<file path="src/rtl/ccr_pkg.sv">
// Shared definitions for the condition code unit: CCR bit positions,
// branch condition selectors and the condition evaluation function.
package ccr_pkg;

    localparam int CCR_WIDTH  = 32;
    localparam int FLAG_WIDTH = 7;

    localparam int CCR_C    = 0;
    localparam int CCR_N    = 1;
    localparam int CCR_V    = 2;
    localparam int CCR_Z    = 3;
    localparam int CCR_INR  = 4;
    localparam int CCR_IFNR = 5;
    localparam int CCR_NOP  = 6;

    typedef enum logic [3:0] {
        COND_EQ = 4'h0,
        COND_NE = 4'h1,
        COND_CS = 4'h2,
        COND_CC = 4'h3,
        COND_MI = 4'h4,
        COND_PL = 4'h5,
        COND_VS = 4'h6,
        COND_VC = 4'h7,
        COND_HI = 4'h8,
        COND_LS = 4'h9,
        COND_GE = 4'hA,
        COND_LT = 4'hB,
        COND_GT = 4'hC,
        COND_LE = 4'hD,
        COND_AL = 4'hE,
        COND_NV = 4'hF
    } cond_e;

    // Only C, N, V and Z take part; INR, IFNR and NOP never affect a branch.
    function automatic logic eval_cond(input logic [3:0] code,
                                       input logic [FLAG_WIDTH-1:0] flags);
        logic c, n, v, z;
        logic result;
        c = flags[CCR_C];
        n = flags[CCR_N];
        v = flags[CCR_V];
        z = flags[CCR_Z];
        result = 1'b0;
        case (code)
            COND_EQ: result = z;
            COND_NE: result = ~z;
            COND_CS: result = c;
            COND_CC: result = ~c;
            COND_MI: result = n;
            COND_PL: result = ~n;
            COND_VS: result = v;
            COND_VC: result = ~v;
            COND_HI: result = c & ~z;
            COND_LS: result = ~c | z;
            COND_GE: result = (n == v);
            COND_LT: result = (n != v);
            COND_GT: result = ~z & (n == v);
            COND_LE: result = z | (n != v);
            COND_AL: result = 1'b1;
            default: result = 1'b0;
        endcase
        return result;
    endfunction

endpackage

</file>
<file path="src/rtl/ccr_flag_stack.sv">
// LIFO of saved CCR flag bytes used across interrupt entry/exit, with
// registered full/empty status and a one-cycle error pulse on illegal requests.
module ccr_flag_stack
    import ccr_pkg::*;
#(
    parameter int STACK_DEPTH = 4
) (
    input  logic                  i_clk,
    input  logic                  i_rst,
    input  logic                  i_push,
    input  logic                  i_pop,
    input  logic [FLAG_WIDTH-1:0] i_data,
    output logic [FLAG_WIDTH-1:0] o_top,
    output logic                  o_pop_ok,
    output logic                  o_full,
    output logic                  o_empty,
    output logic                  o_error
);

    localparam int IDX_W = $clog2(STACK_DEPTH);
    localparam int PTR_W = IDX_W + 1;

    logic [FLAG_WIDTH-1:0] r_mem [STACK_DEPTH];
    logic [PTR_W-1:0]      r_ptr;
    logic                  r_full;
    logic                  r_empty;
    logic                  r_error;

    logic                  w_push_ok;
    logic                  w_pop_ok;
    logic                  w_illegal;
    logic [IDX_W-1:0]      w_top_idx;
    logic [PTR_W-1:0]      w_ptr_next;

    // A simultaneous push and pop is rejected outright rather than treated
    // as a swap, so both requests are dropped together.
    assign w_push_ok = i_push & ~i_pop & ~r_full;
    assign w_pop_ok  = i_pop & ~i_push & ~r_empty;
    assign w_illegal = (i_push & i_pop) | (i_push & ~i_pop & r_full)
                     | (i_pop & ~i_push & r_empty);
    assign w_top_idx = r_ptr[IDX_W-1:0] - IDX_W'(1);

    always_comb begin
        w_ptr_next = r_ptr;
        if (w_push_ok) begin
            w_ptr_next = r_ptr + PTR_W'(1);
        end else if (w_pop_ok) begin
            w_ptr_next = r_ptr - PTR_W'(1);
        end
    end

    always_ff @(posedge i_clk or posedge i_rst) begin
        if (i_rst) begin
            r_ptr   <= '0;
            r_full  <= 1'b0;
            r_empty <= 1'b1;
            r_error <= 1'b0;
            for (int i = 0; i < STACK_DEPTH; i++) begin
                r_mem[i] <= '0;
            end
        end else begin
            r_ptr   <= w_ptr_next;
            r_full  <= (w_ptr_next == PTR_W'(STACK_DEPTH));
            r_empty <= (w_ptr_next == '0);
            r_error <= w_illegal;
            if (w_push_ok) begin
                r_mem[r_ptr[IDX_W-1:0]] <= i_data;
            end
        end
    end

    assign o_top    = r_mem[w_top_idx];
    assign o_pop_ok = w_pop_ok;
    assign o_full   = r_full;
    assign o_empty  = r_empty;
    assign o_error  = r_error;

endmodule

</file>
<file path="src/rtl/condition_code_unit.sv">
// Holds the CCR, updates it from the ALU flag bus, explicit writes or the
// save stack, and answers branch-condition queries with a registered result.
module condition_code_unit
    import ccr_pkg::*;
#(
    parameter int STACK_DEPTH = 4
) (
    input  logic                  i_clk,
    input  logic                  i_rst,
    input  logic                  i_alu_valid,
    input  logic                  i_nop_flag,
    input  logic                  i_carry_flag,
    input  logic                  i_overflow_flag,
    input  logic                  i_zero_flag,
    input  logic                  i_negative_flag,
    input  logic                  i_inr_flag,
    input  logic                  i_ifnr_flag,
    input  logic                  i_ccr_write,
    input  logic [FLAG_WIDTH-1:0] i_ccr_write_data,
    output logic [CCR_WIDTH-1:0]  o_ccr,
    input  logic                  i_cond_valid,
    input  logic [3:0]            i_cond_code,
    output logic                  o_cond_ready,
    output logic                  o_branch_valid,
    output logic                  o_take_branch,
    input  logic                  i_push,
    input  logic                  i_pop,
    output logic                  o_stack_full,
    output logic                  o_stack_empty,
    output logic                  o_stack_error
);

    logic [FLAG_WIDTH-1:0] r_ccr;
    logic                  r_branch_valid;
    logic                  r_take_branch;

    logic [FLAG_WIDTH-1:0] w_ccr_next;
    logic [FLAG_WIDTH-1:0] w_alu_flags;
    logic [FLAG_WIDTH-1:0] w_stack_top;
    logic                  w_pop_ok;
    logic                  w_accept;

    ccr_flag_stack #(
        .STACK_DEPTH(STACK_DEPTH)
    ) u_stack (
        .i_clk    (i_clk),
        .i_rst    (i_rst),
        .i_push   (i_push),
        .i_pop    (i_pop),
        .i_data   (r_ccr),
        .o_top    (w_stack_top),
        .o_pop_ok (w_pop_ok),
        .o_full   (o_stack_full),
        .o_empty  (o_stack_empty),
        .o_error  (o_stack_error)
    );

    assign w_alu_flags = {1'b0, i_ifnr_flag, i_inr_flag, i_zero_flag,
                          i_overflow_flag, i_negative_flag, i_carry_flag};

    always_comb begin
        w_ccr_next = r_ccr;
        if (w_pop_ok) begin
            w_ccr_next = w_stack_top;
        end else if (i_ccr_write) begin
            w_ccr_next = i_ccr_write_data;
        end else if (i_alu_valid) begin
            w_ccr_next = i_nop_flag ? {1'b1, r_ccr[CCR_IFNR:CCR_C]} : w_alu_flags;
        end
    end

    // Any pending CCR source (even a pop that turns out illegal) stalls the
    // query so the registered result is always computed from a settled CCR.
    assign o_cond_ready = ~(i_alu_valid | i_ccr_write | i_pop);
    assign w_accept     = i_cond_valid & o_cond_ready;

    always_ff @(posedge i_clk or posedge i_rst) begin
        if (i_rst) begin
            r_ccr          <= '0;
            r_branch_valid <= 1'b0;
            r_take_branch  <= 1'b0;
        end else begin
            r_ccr          <= w_ccr_next;
            r_branch_valid <= w_accept;
            if (w_accept) begin
                r_take_branch <= eval_cond(i_cond_code, r_ccr);
            end
        end
    end

    assign o_ccr          = {{(CCR_WIDTH-FLAG_WIDTH){1'b0}}, r_ccr};
    assign o_branch_valid = r_branch_valid;
    assign o_take_branch  = r_take_branch;

endmodule

</file>
<file path="config.mk">
export PLATFORM = sky130hd
export DESIGN_NAME = condition_code_unit
export DESIGN_NICKNAME = d
export VERILOG_FILES = /design/src/rtl/ccr_pkg.sv /design/src/rtl/ccr_flag_stack.sv /design/src/rtl/condition_code_unit.sv
export SDC_FILE = /design/constraint.sdc
export NUM_CORES = 1
export LEC_CHECK = 0
export CORE_MARGIN = 2
export CORE_UTILIZATION = 53
export CTS_CLUSTER_DIAMETER = 50
export CTS_CLUSTER_SIZE = 25
export DETAILED_ROUTE_END_ITERATION = 10
export PLACE_DENSITY_LB_ADDON = 0.12
export SYNTH_ARGS = -nofsm -noshare
export SYNTH_HDL_FRONTEND = slang
export SYNTH_SLANG_ARGS = --single-unit
</file>
<file path="constraint.sdc">
create_clock -name i_clk -period 3.8 [get_ports i_clk]
set_input_delay 0.38 -clock i_clk [delete_from_list [all_inputs] [get_ports i_clk]]
set_output_delay 0.38 -clock i_clk [all_outputs]
set_load 0.01 [all_outputs]
</file>
Word level (Yosys, flattened, before mapping)

Cells that the tools add are included.

$lt $le $gt $ge: 3
Equality and inequality tests: 18
Reductions and logical operators: 5
Multiplexer cells: 13
Bitwise operators: 27
Add/sub/neg operators: 3

Operator list:

| operator                                                                 | number |
|---|---|
| 7-bit 2-to-1 mux                                                         | 7 |
| 28-bit bitwise mux                                                       | 1 |
| 4-bit equality test (second input constant)                              | 7 |
| 4-bit by 3-bit equality test with 1-bit output (second input constant)   | 4 |
| 1-bit one-hot mux with 15 select lines                                   | 1 |
| 7-bit binary-select mux with 2-bit select                                | 1 |
| 7-bit demux with 2-bit select                                            | 1 |
| 1-bit AND                                                                | 10 |
| 1-bit NOT                                                                | 9 |
| 4-bit by 2-bit equality test with 1-bit output (second input constant)   | 2 |
| 3-bit greater-or-equal comparator (second input constant)                | 2 |
| 3-bit 2-to-1 mux                                                         | 2 |
| 2-bit NOT with 3-bit output                                              | 2 |
| 1-bit bitwise OR                                                         | 6 |
| 4-bit by 1-bit equality test with 1-bit output (second input constant)   | 1 |
| 4-bit zero test                                                          | 1 |
| 3-bit by 1-bit adder with 3-bit output (second input constant)           | 1 |
| 3-bit equality test (second input constant)                              | 1 |
| 3-bit zero test                                                          | 1 |
| 3-bit by 1-bit < comparator with 1-bit output (second input constant)    | 1 |
| 3-bit by 1-bit inequality test with 1-bit output (second input constant) | 1 |
| 3-bit nonzero test                                                       | 1 |
| 3-bit by 1-bit subtractor with 3-bit output (second input constant)      | 1 |
| 2-bit AND reduction                                                      | 1 |
| other kinds (4)                                                          | 4 |

Bits of input ports: 25
Flip-flop bits (word level): 43
Output and inout bits: 38
Logic and storage cells: 81

Depth between registers and ports, before layout

Gate-level depths: netlist of the first run.

Word-level depth: 6
Gate-level depth with buffers: 7
Depth with buffers taken out: 5

Modules after synthesis

Synthesis of the first run repeated with hierarchy kept, for this count alone.

Cells, all modules: 207
Area total of the unflattened synthesis: 2503.7 sq um

Modules (own cells, without submodules):

| module              | cells an instance | area an instance (sq um) | seq. area each (sq um) | instances |
|---|---|---|---|---|
| ccr_flag_stack      | 103               | 1606.5                   | 852.1                  | 1 |
| condition_code_unit | 104               | 897.1                    | 225.2                  | 1 |

Worst setup path after synthesis of the first run

Ideal clock, no wire load.

Kind: register to register
Start: register u_stack.r_ptr[0]
End: register r_ccr[5]
Arrival time: 1.684 ns
Setup time: 0.131 ns
Data required time: 3.669 ns
Slack: 1.985 ns
Stages on the path, launching flop included: 8
Path buffers: 2
Clock period less this slack: 1.815 ns
Cells stage by stage: dfrtp_1 buf_6 inv_1 ha_1 clkbuf_2 mux4_4 nor2_1 o31ai_1

Longest elaborated chain between the ends: 6

RTL lines:

| element                                             | RTL line                  | text |
|---|---|---|
| start: declaration                                  | ccr_flag_stack.sv:24      | `logic [PTR_W-1:0] r_ptr;` |
| start signal: assignment                            | ccr_flag_stack.sv:62      | `r_ptr <= w_ptr_next;` |
| 2-bit by 1-bit subtractor with 2-bit output         | ccr_flag_stack.sv:41      | `assign w_top_idx = r_ptr[IDX_W-1:0] - IDX_W'(1);` |
| 2-bit NOT with 3-bit output (implied by the code)   | ccr_flag_stack.sv:72      | `assign o_top = r_mem[w_top_idx];` |
| 7-bit binary-select mux with 2-bit select           | ccr_flag_stack.sv:72      |  |
| 7-bit 2-to-1 mux (implied by the code) (2 in a row) | ccr_flag_stack.sv:72      |  |
| 7-bit 2-to-1 mux                                    | condition_code_unit.sv:63 | `if (w_pop_ok) begin` |
| end signal: assignment                              | condition_code_unit.sv:83 | `r_ccr <= w_ccr_next;` |
| end: declaration                                    | condition_code_unit.sv:33 | `logic [FLAG_WIDTH-1:0] r_ccr;` |

No other way between the ends. The select of a mux whose other input is x is not followed.
A chain may end at the register's enable or synchronous reset.

Worst setup path in the final report of the first run

Same ends and word-level chain as after synthesis.

==> out/summary.json, run 1 <==
{
  "worst-endpoint-arrival": {"value": 2460, "unit": "ps"},
  "start_util": {"value": 54.35, "unit": "%"},
  "mapped_area": {"value": 0.002550, "unit": "mm2"},
  "r2r_cells": {"value": 5},
  "drt-wirelength-per-cell": {"value": 15.66, "unit": "um"},
  "maxUsedRoutingLayer": {"value": "met4"},
  "final.fill_count": {"value": 377},
  "report.power.total": {"value": 1.811, "unit": "mW"},
  "numPortBuffers": {"value": 37},
  "hold_buffers": {"value": 0},
  "global_route.usage.total": {"value": 18.92, "unit": "%"},
  "drc": {"value": 0},
  "hold_depth": {"value": 1},
  "cts_tree": {"value": "yes"},
  "max-vdd-ir-drop": {"value": 0.4353, "unit": "mV"},
  "worst-endpoint-required": {"value": 3940, "unit": "ps"},
  "critical_path.startpoint_type": {"value": "flop"},
  "worst_pin_slew": {"value": 888.4, "unit": "ps"},
  "commonest_non_fill_non_tap_cell_in_the_layout": {"value": "sky130_fd_sc_hd__dfrtp_1"},
  "die-width": {"value": 73.36, "unit": "um"},
  "grt_setup_unrepaired": {"value": "no"},
  "worst_skew_pair.late_latency": {"value": 290, "unit": "ps"},
  "cts_sinks": {"value": 43},
  "critical_path_peak_fanout": {"value": 12},
  "clock_path_buffers": {"value": 2},
  "fin_area": {"value": 0.002867, "unit": "mm2"},
  "drive_above_1_share": {"value": 23.46, "unit": "%"},
  "yosys-top-cells-area": {"value": "sky130_fd_sc_hd__dfrtp_1 (41%), sky130_fd_sc_hd__mux2_2 (12%), sky130_fd_sc_hd__buf_4 (7.4%)"},
  "grt.overflow.total": {"value": 0},
  "fin_nets": {"value": 272},
  "criticalPathCategory": {"value": "flop to flop"},
  "ys_seq_elements": {"value": 43},
  "die_height": {"value": 73.36, "unit": "um"},
  "wirelength": {"value": 4.651, "unit": "mm"},
  "timing.hold.ws": {"value": 506.8, "unit": "ps"},
  "final_core_util": {"value": 61.09, "unit": "%"},
  "drtIter0Drc": {"value": 105},
  "endpoints_failing_hold": {"value": 0},
  "maximum_clock_skew_at_final_layout": {"value": 4.563, "unit": "ps"},
  "timing.final.crit_share": {"value": 60.88, "unit": "%"},
  "netlist-cell-type-count": {"value": 50},
  "met1_length": {"value": 2.296, "unit": "mm"},
  "antenna_found_initial": {"value": 0},
  "wire_length_of_the_first_global_routing_pass": {"value": 7.672, "unit": "mm"},
  "synthesis.area_per_instance": {"value": 12.03, "unit": "um2"},
  "wl_met2": {"value": 2.009, "unit": "mm"},
  "detail_route.first_pass.iterations": {"value": 4},
  "worstSetupEndpointType": {"value": "flop"},
  "row_count": {"value": 25},
  "area_growth_syn_to_layout": {"value": 12.41, "unit": "%"},
  "setup-tns-final": {"value": 0, "unit": "ps"},
  "most_used_cells_in_the_layout_excluding_fill_and_tap_cells": {"value": "sky130_fd_sc_hd__dfrtp_1 (42), sky130_fd_sc_hd__clkdlybuf4s50_1 (37), sky130_fd_sc_hd__mux2_2 (28)"},
  "slew_headroom": {"value": 40.45, "unit": "%"},
  "detailed_place.area": {"value": 0.002786, "unit": "mm2"},
  "final-max-slew-violation-count": {"value": 0},
  "maxCapViolations": {"value": 0},
  "die_area": {"value": 0.005382, "unit": "mm2"},
  "final_setup_violation_count": {"value": 0},
  "synth-main-ff-cell": {"value": "sky130_fd_sc_hd__dfrtp_1"},
  "leakage": {"value": 1.238, "unit": "nW"},
  "route.met3.wl": {"value": 310, "unit": "um"},
  "root_buffer": {"value": "sky130_fd_sc_hd__clkbuf_8"},
  "globalplace.congestion": {"value": 0.7282},
  "synthesis.instances": {"value": 212},
  "dp_hpwl": {"value": 3.275, "unit": "mm"},
  "yosysSeqAreaShare": {"value": 42.25, "unit": "%"},
  "yosys_warnings": {"value": 0},
  "asyncSetResetFlopFracSynth": {"value": 100.0, "unit": "%"},
  "number_of_antenna_repair_diodes": {"value": 0},
  "worst_hold_path_type": {"value": "flop to flop"},
  "period_minus_slack": {"value": 2313, "unit": "ps"},
  "grt_pass1_vias": {"value": 1449},
  "h-tree-depth": {"value": 2},
  "cts.reportedPaths.clkPinSlew": {"value": 80, "unit": "ps"},
  "vias": {"value": 1606},
  "number_of_flops_mapped_to_enable_cells_by_yosys": {"value": 0},
  "yosys.area.top_type": {"value": "sky130_fd_sc_hd__dfrtp_1"},
  "core": {"value": 0.004692, "unit": "mm2"},
  "post-cts-setup-buffers": {"value": 0},
  "powerDensity": {"value": 631.8, "unit": "mW/mm2"},
  "run_status": {"value": "finished clean"},
  "io_pins": {"value": 63},
  "viasPerCell": {"value": 5.407},
  "postRouteAntennaNets": {"value": 0},
  "clock.fmax": {"value": 0.4323, "unit": "GHz"},
  "synth_top_area_share": {"value": 41.22, "unit": "%"},
  "cts.repair.resized": {"value": 0},
  "grt_start_max_net_pins": {"value": 44},
  "numCtsBuffers": {"value": 5}
}
## flip-flops by register name (all words and copies together) (netlist names)
signal,count
u_stack.o_full,1
u_stack.r_ptr,3
o_take_branch,1
r_ccr,7
o_branch_valid,1
u_stack.o_empty,1
u_stack.o_error,1
u_stack.r_mem,28
## critical path, stage by stage (launching register included)
cell	delay, ps
sky130_fd_sc_hd__dfrtp_1	730
sky130_fd_sc_hd__inv_1	190
sky130_fd_sc_hd__ha_1	570
sky130_fd_sc_hd__mux4_4	480
sky130_fd_sc_hd__nor2_1	110
sky130_fd_sc_hd__o31ai_1	80
## cell type report
| class | count | area [um2] | share of cell area [%] |
|---|---|---|---|
| clock buffers | 8 | 80.08 | 2.794 |
| flip-flops and latches | 43 | 1077 | 37.58 |
| multi-input cells | 149 | 1245 | 43.43 |
| inverters | 5 | 18.77 | 0.6547 |
| well taps | 54 | 67.56 | 2.357 |
| repair buffers | 38 | 377.9 | 13.18 |
## per-layer routing
| layer | up-vias | track usage (%) |
|---|---|---|
| met5 | - | 0 |
| met4 | 0 | 3.636 |
| met3 | 5 | 4.252 |
| met2 | 63 | 26.93 |
| met1 | 768 | 29.85 |
| li1 | 770 | - |
## final timing paths
check	to	from	slack [ps]
max	r_ccr[5]	u_stack.r_ptr[0]	1490
min reg2reg	u_stack.r_mem[22]	u_stack.r_mem[22]	510
max in group asynchronous	u_stack.o_empty	i_rst	2900
min in group asynchronous	u_stack.r_mem[7]	i_rst	520
max reg2reg	r_ccr[5]	u_stack.r_ptr[0]	1490
min	u_stack.r_mem[22]	u_stack.r_mem[22]	510
## kinds of logic after synthesis
logic type	share of synthesized area (%)
xor+xnor	2.012
mux	20.61
simple gates	10.60
buf+inv	12.46
compound gates	9.470
other cells	0.1471
fa+ha+maj	2.453
flops	42.25
## report_power, final
| part | switching [mW] | leakage (nW) | internal (mW) | total, mW |
|---|---|---|---|---|
| clock | 0.146 | 0.0395 | 0.131 | 0.276 |
| sequential | 0.170 | 0.534 | 0.651 | 0.822 |
| combinational | 0.268 | 0.665 | 0.445 | 0.713 |
| total | 0.584 | 1.24 | 1.23 | 1.81 |
## Yosys cell counts (3+ instances only)
| master | number |
|---|---|
| sky130_fd_sc_hd__dfrtp_1 | 42 |
| sky130_fd_sc_hd__mux2_2 | 28 |
| sky130_fd_sc_hd__buf_4 | 25 |
| sky130_fd_sc_hd__nand2_1 | 10 |
| sky130_fd_sc_hd__nor2_1 | 9 |
| sky130_fd_sc_hd__buf_6 | 7 |
| sky130_fd_sc_hd__o21ai_0 | 7 |
| sky130_fd_sc_hd__mux4_2 | 6 |
| sky130_fd_sc_hd__a221o_2 | 5 |
| sky130_fd_sc_hd__ha_1 | 5 |
| sky130_fd_sc_hd__inv_1 | 5 |
| sky130_fd_sc_hd__mux2i_1 | 5 |
| sky130_fd_sc_hd__o21ai_2 | 4 |
| sky130_fd_sc_hd__and2_1 | 3 |
| sky130_fd_sc_hd__buf_2 | 3 |
| sky130_fd_sc_hd__nand3_1 | 3 |
| sky130_fd_sc_hd__o31ai_1 | 3 |
| sky130_fd_sc_hd__xnor2_1 | 3 |
## metrics by stage
step                setup WS, ps  instances
global placement            1464        289
CTS                         1456        297
detailed placement          1452        289
global route                1284        297
floorplan                   1985        236
finish                      1487        297
(Power assumes the default switching activity.)
==> inputs of run 2 (changes only) <==
Settings changed: CORE_UTILIZATION 53 to 50.
Clock period 3.8 ns to 2.2 ns, I/O delays scaled along.
==> run 2 against run 1 <==
Effect of this change:
- register-to-register slack lost 1200 ps
- global-route usage rose by 0.14 points
- die area rose by 5.7%
- flip-flop and latch count is the same
- first-iteration DRC count decreased by 66%
- clock skew grew 1.1 ps
- total power is 90% higher
- maximum frequency increased by 21%
- worst hold slack worse by 160 ps
- clock power rose to 2.7 times the previous value
- sequential share of layout area fell by 1.5 points
- worst setup slack got worse by 1200 ps
- critical endpoint unchanged
- highest routed layer unchanged
==> out/summary.json, run 2 (same netlist as run 1, synthesis figures left out) <==
{
  "vias": {"value": 1625},
  "cts_sinks": {"value": 43},
  "drt-wirelength-per-cell": {"value": 15.38, "unit": "um"},
  "timing.final.crit_share": {"value": 87.06, "unit": "%"},
  "clock_path_buffers": {"value": 2},
  "grt.overflow.total": {"value": 0},
  "dp_hpwl": {"value": 3.539, "unit": "mm"},
  "numPortBuffers": {"value": 37},
  "run_status": {"value": "finished clean"},
  "fin_nets": {"value": 278},
  "report.power.total": {"value": 3.447, "unit": "mW"},
  "grt_setup_unrepaired": {"value": "no"},
  "path_cells": {"value": "inv_1 -> ha_1 -> mux4_4 -> nor2_1 -> o31ai_1"},
  "max-vdd-ir-drop": {"value": 0.6484, "unit": "mV"},
  "worst-r2r-setup-slack": {"value": 280, "unit": "ps"},
  "die_area": {"value": 0.005687, "unit": "mm2"},
  "final_setup_violation_count": {"value": 0},
  "cts.reportedPaths.clkPinSlew": {"value": 90, "unit": "ps"},
  "r2r_start": {"value": "u_stack.r_ptr[1]"},
  "io_pins": {"value": 63},
  "grt_pass1_vias": {"value": 1606},
  "slew_headroom": {"value": 64.44, "unit": "%"},
  "cp_slowest_stage_delay": {"value": 570, "unit": "ps"},
  "critical-path-slowest-cell": {"value": "sky130_fd_sc_hd__ha_1"},
  "global_route.usage.total": {"value": 19.06, "unit": "%"},
  "setup-tns-final": {"value": 0, "unit": "ps"},
  "postRouteAntennaNets": {"value": 0},
  "hold_buffers": {"value": 0},
  "timing.rr.end": {"value": "r_ccr[5]"},
  "core": {"value": 0.004817, "unit": "mm2"},
  "wirelength": {"value": 4.859, "unit": "mm"},
  "reg.largest.list": {"value": "u_stack.r_mem x28, r_ccr x7, u_stack.r_ptr x3"},
  "worst-endpoint-required": {"value": 2380, "unit": "ps"},
  "r2r_cells": {"value": 5},
  "drc": {"value": 0},
  "maxCapViolations": {"value": 0},
  "detail_route.first_pass.iterations": {"value": 4},
  "post-cts-setup-buffers": {"value": 0},
  "worst-endpoint-arrival": {"value": 2100, "unit": "ps"},
  "final_core_util": {"value": 61.95, "unit": "%"},
  "die-width": {"value": 75.42, "unit": "um"},
  "antenna_found_initial": {"value": 0},
  "row_count": {"value": 25},
  "globalplace.congestion": {"value": 0.8817},
  "worst_pin_slew": {"value": 533.5, "unit": "ps"},
  "critical_path_peak_fanout": {"value": 10},
  "numCtsBuffers": {"value": 5},
  "timing.hold.ws": {"value": 349.0, "unit": "ps"},
  "cts_tree": {"value": "yes"},
  "worstSetupEndpointType": {"value": "flop"},
  "worst_hold_path_type": {"value": "input port to async pin"},
  "post-place-ws": {"value": 221.6, "unit": "ps"},
  "worst_skew_pair.late_latency": {"value": 300, "unit": "ps"},
  "wire_length_of_the_first_global_routing_pass": {"value": 8.059, "unit": "mm"},
  "drtIter0Drc": {"value": 36},
  "grt_start_max_net_pins": {"value": 44},
  "final-max-slew-violation-count": {"value": 0},
  "largest_register_ffs": {"value": 28},
  "die_height": {"value": 75.42, "unit": "um"},
  "post-route-worst-setup-slack": {"value": 284.7, "unit": "ps"},
  "maximum_clock_skew_at_final_layout": {"value": 5.704, "unit": "ps"},
  "leakage": {"value": 1.293, "unit": "nW"},
  "powerDensity": {"value": 1155, "unit": "mW/mm2"},
  "period_minus_slack": {"value": 1915, "unit": "ps"},
  "number_of_antenna_repair_diodes": {"value": 0},
  "most_used_cells_in_the_layout_excluding_fill_and_tap_cells": {"value": "sky130_fd_sc_hd__dfrtp_1 (42), sky130_fd_sc_hd__clkdlybuf4s50_1 (37), sky130_fd_sc_hd__mux2_2 (28)"},
  "critical_path.startpoint_type": {"value": "flop"},
  "drive_above_1_share": {"value": 26.51, "unit": "%"},
  "cts.repair.resized": {"value": 0},
  "root_buffer": {"value": "sky130_fd_sc_hd__clkbuf_8"},
  "viasPerCell": {"value": 5.142},
  "clock.fmax": {"value": 0.5221, "unit": "GHz"},
  "final.fill_count": {"value": 405},
  "criticalPathCategory": {"value": "flop to flop"},
  "registers.top_by_ff_count": {"value": "u_stack.r_mem"},
  "area_growth_syn_to_layout": {"value": 17.03, "unit": "%"},
  "commonest_non_fill_non_tap_cell_in_the_layout": {"value": "sky130_fd_sc_hd__dfrtp_1"},
  "start_util": {"value": 52.94, "unit": "%"},
  "endpoints_failing_hold": {"value": 0},
  "h-tree-depth": {"value": 2}
}
[run 2: cell types whose count changed in the layout (fill, tap and decap cells not counted)]
cell and change:
sky130_fd_sc_hd__buf_4 +6, sky130_fd_sc_hd__clkbuf_1 -3, sky130_fd_sc_hd__bufinv_16 +2, sky130_fd_sc_hd__clkinvlp_4 +1
[run 2: cell type report]
type,instances,area (um2),area share [%]
Tap cell,67,83.83,2.809
Sequential cell,43,1077,36.10
Clock inverter,3,67.56,2.264
Clock buffer,5,68.82,2.306
Timing Repair Buffer,44,422.9,14.17
Multi-Input combinational cell,149,1245,41.72
Inverter,5,18.77,0.6289
[run 2: layer usage]
metal / vias up / routed length [um] / GRT usage (%)
met2: 53 / 2270 / 30.24
met1: 794 / 2311 / 27.22
met5: - / 0 / 0
li1: 772 / - / -
met3: 6 / 235 / 4.497
met4: 0 / 41 / 3.509
[run 2: critical path: cells and delay by family, from the launching register on]
| family | cells | cell delay (ps) |
|---|---|---|
| AND/OR/NAND/NOR | 1 | 120 |
| multiplexers | 1 | 520 |
| adder cells (fa/ha/maj) | 1 | 570 |
| buffers and inverters | 1 | 100 |
| flip-flops | 1 | 420 |
| AO/OA/AOI/OAI | 1 | 80 |
[run 2: through the flow]
step / cell area, um2 / std cells
floorplan: 2640 / 236
detailed placement: 2848 / 308
CTS: 2984 / 316
finish: 2984 / 316
global route: 2984 / 316
global placement: 2848 / 308
[run 2: how the worst max path moves through the flow]
stage | startpoint | endpoint | slack (ps) | cells after the start
finish | u_stack.r_ptr[1] | r_ccr[5] | 280 | 5
global route | u_stack.r_ptr[1] | r_ccr[5] | 180 | 5
CTS | u_stack.r_ptr[1] | r_ccr[5] | 290 | 5
detailed placement | i_push | u_stack.r_mem[7] | 220 | 4
global placement | i_push | u_stack.r_mem[12] | 240 | 4
floorplan | u_stack.r_ptr[0] | r_ccr[5] | 390 | 7
[run 2: report_power, final]
group | internal, mW | switching [mW] | total [mW] | leakage [nW]
registers | 1.13 | 0.257 | 1.38 | 0.534
clock network | 0.453 | 0.282 | 0.735 | 0.0644
logic | 0.792 | 0.538 | 1.33 | 0.695
total | 2.37 | 1.08 | 3.45 | 1.29
==> inputs of run 3 (changes only) <==
Settings changed: SLEW_MARGIN set to 10.
==> results of run 3 <==
Same layout as run 2: the final DEF is identical, and so are final timing and power.
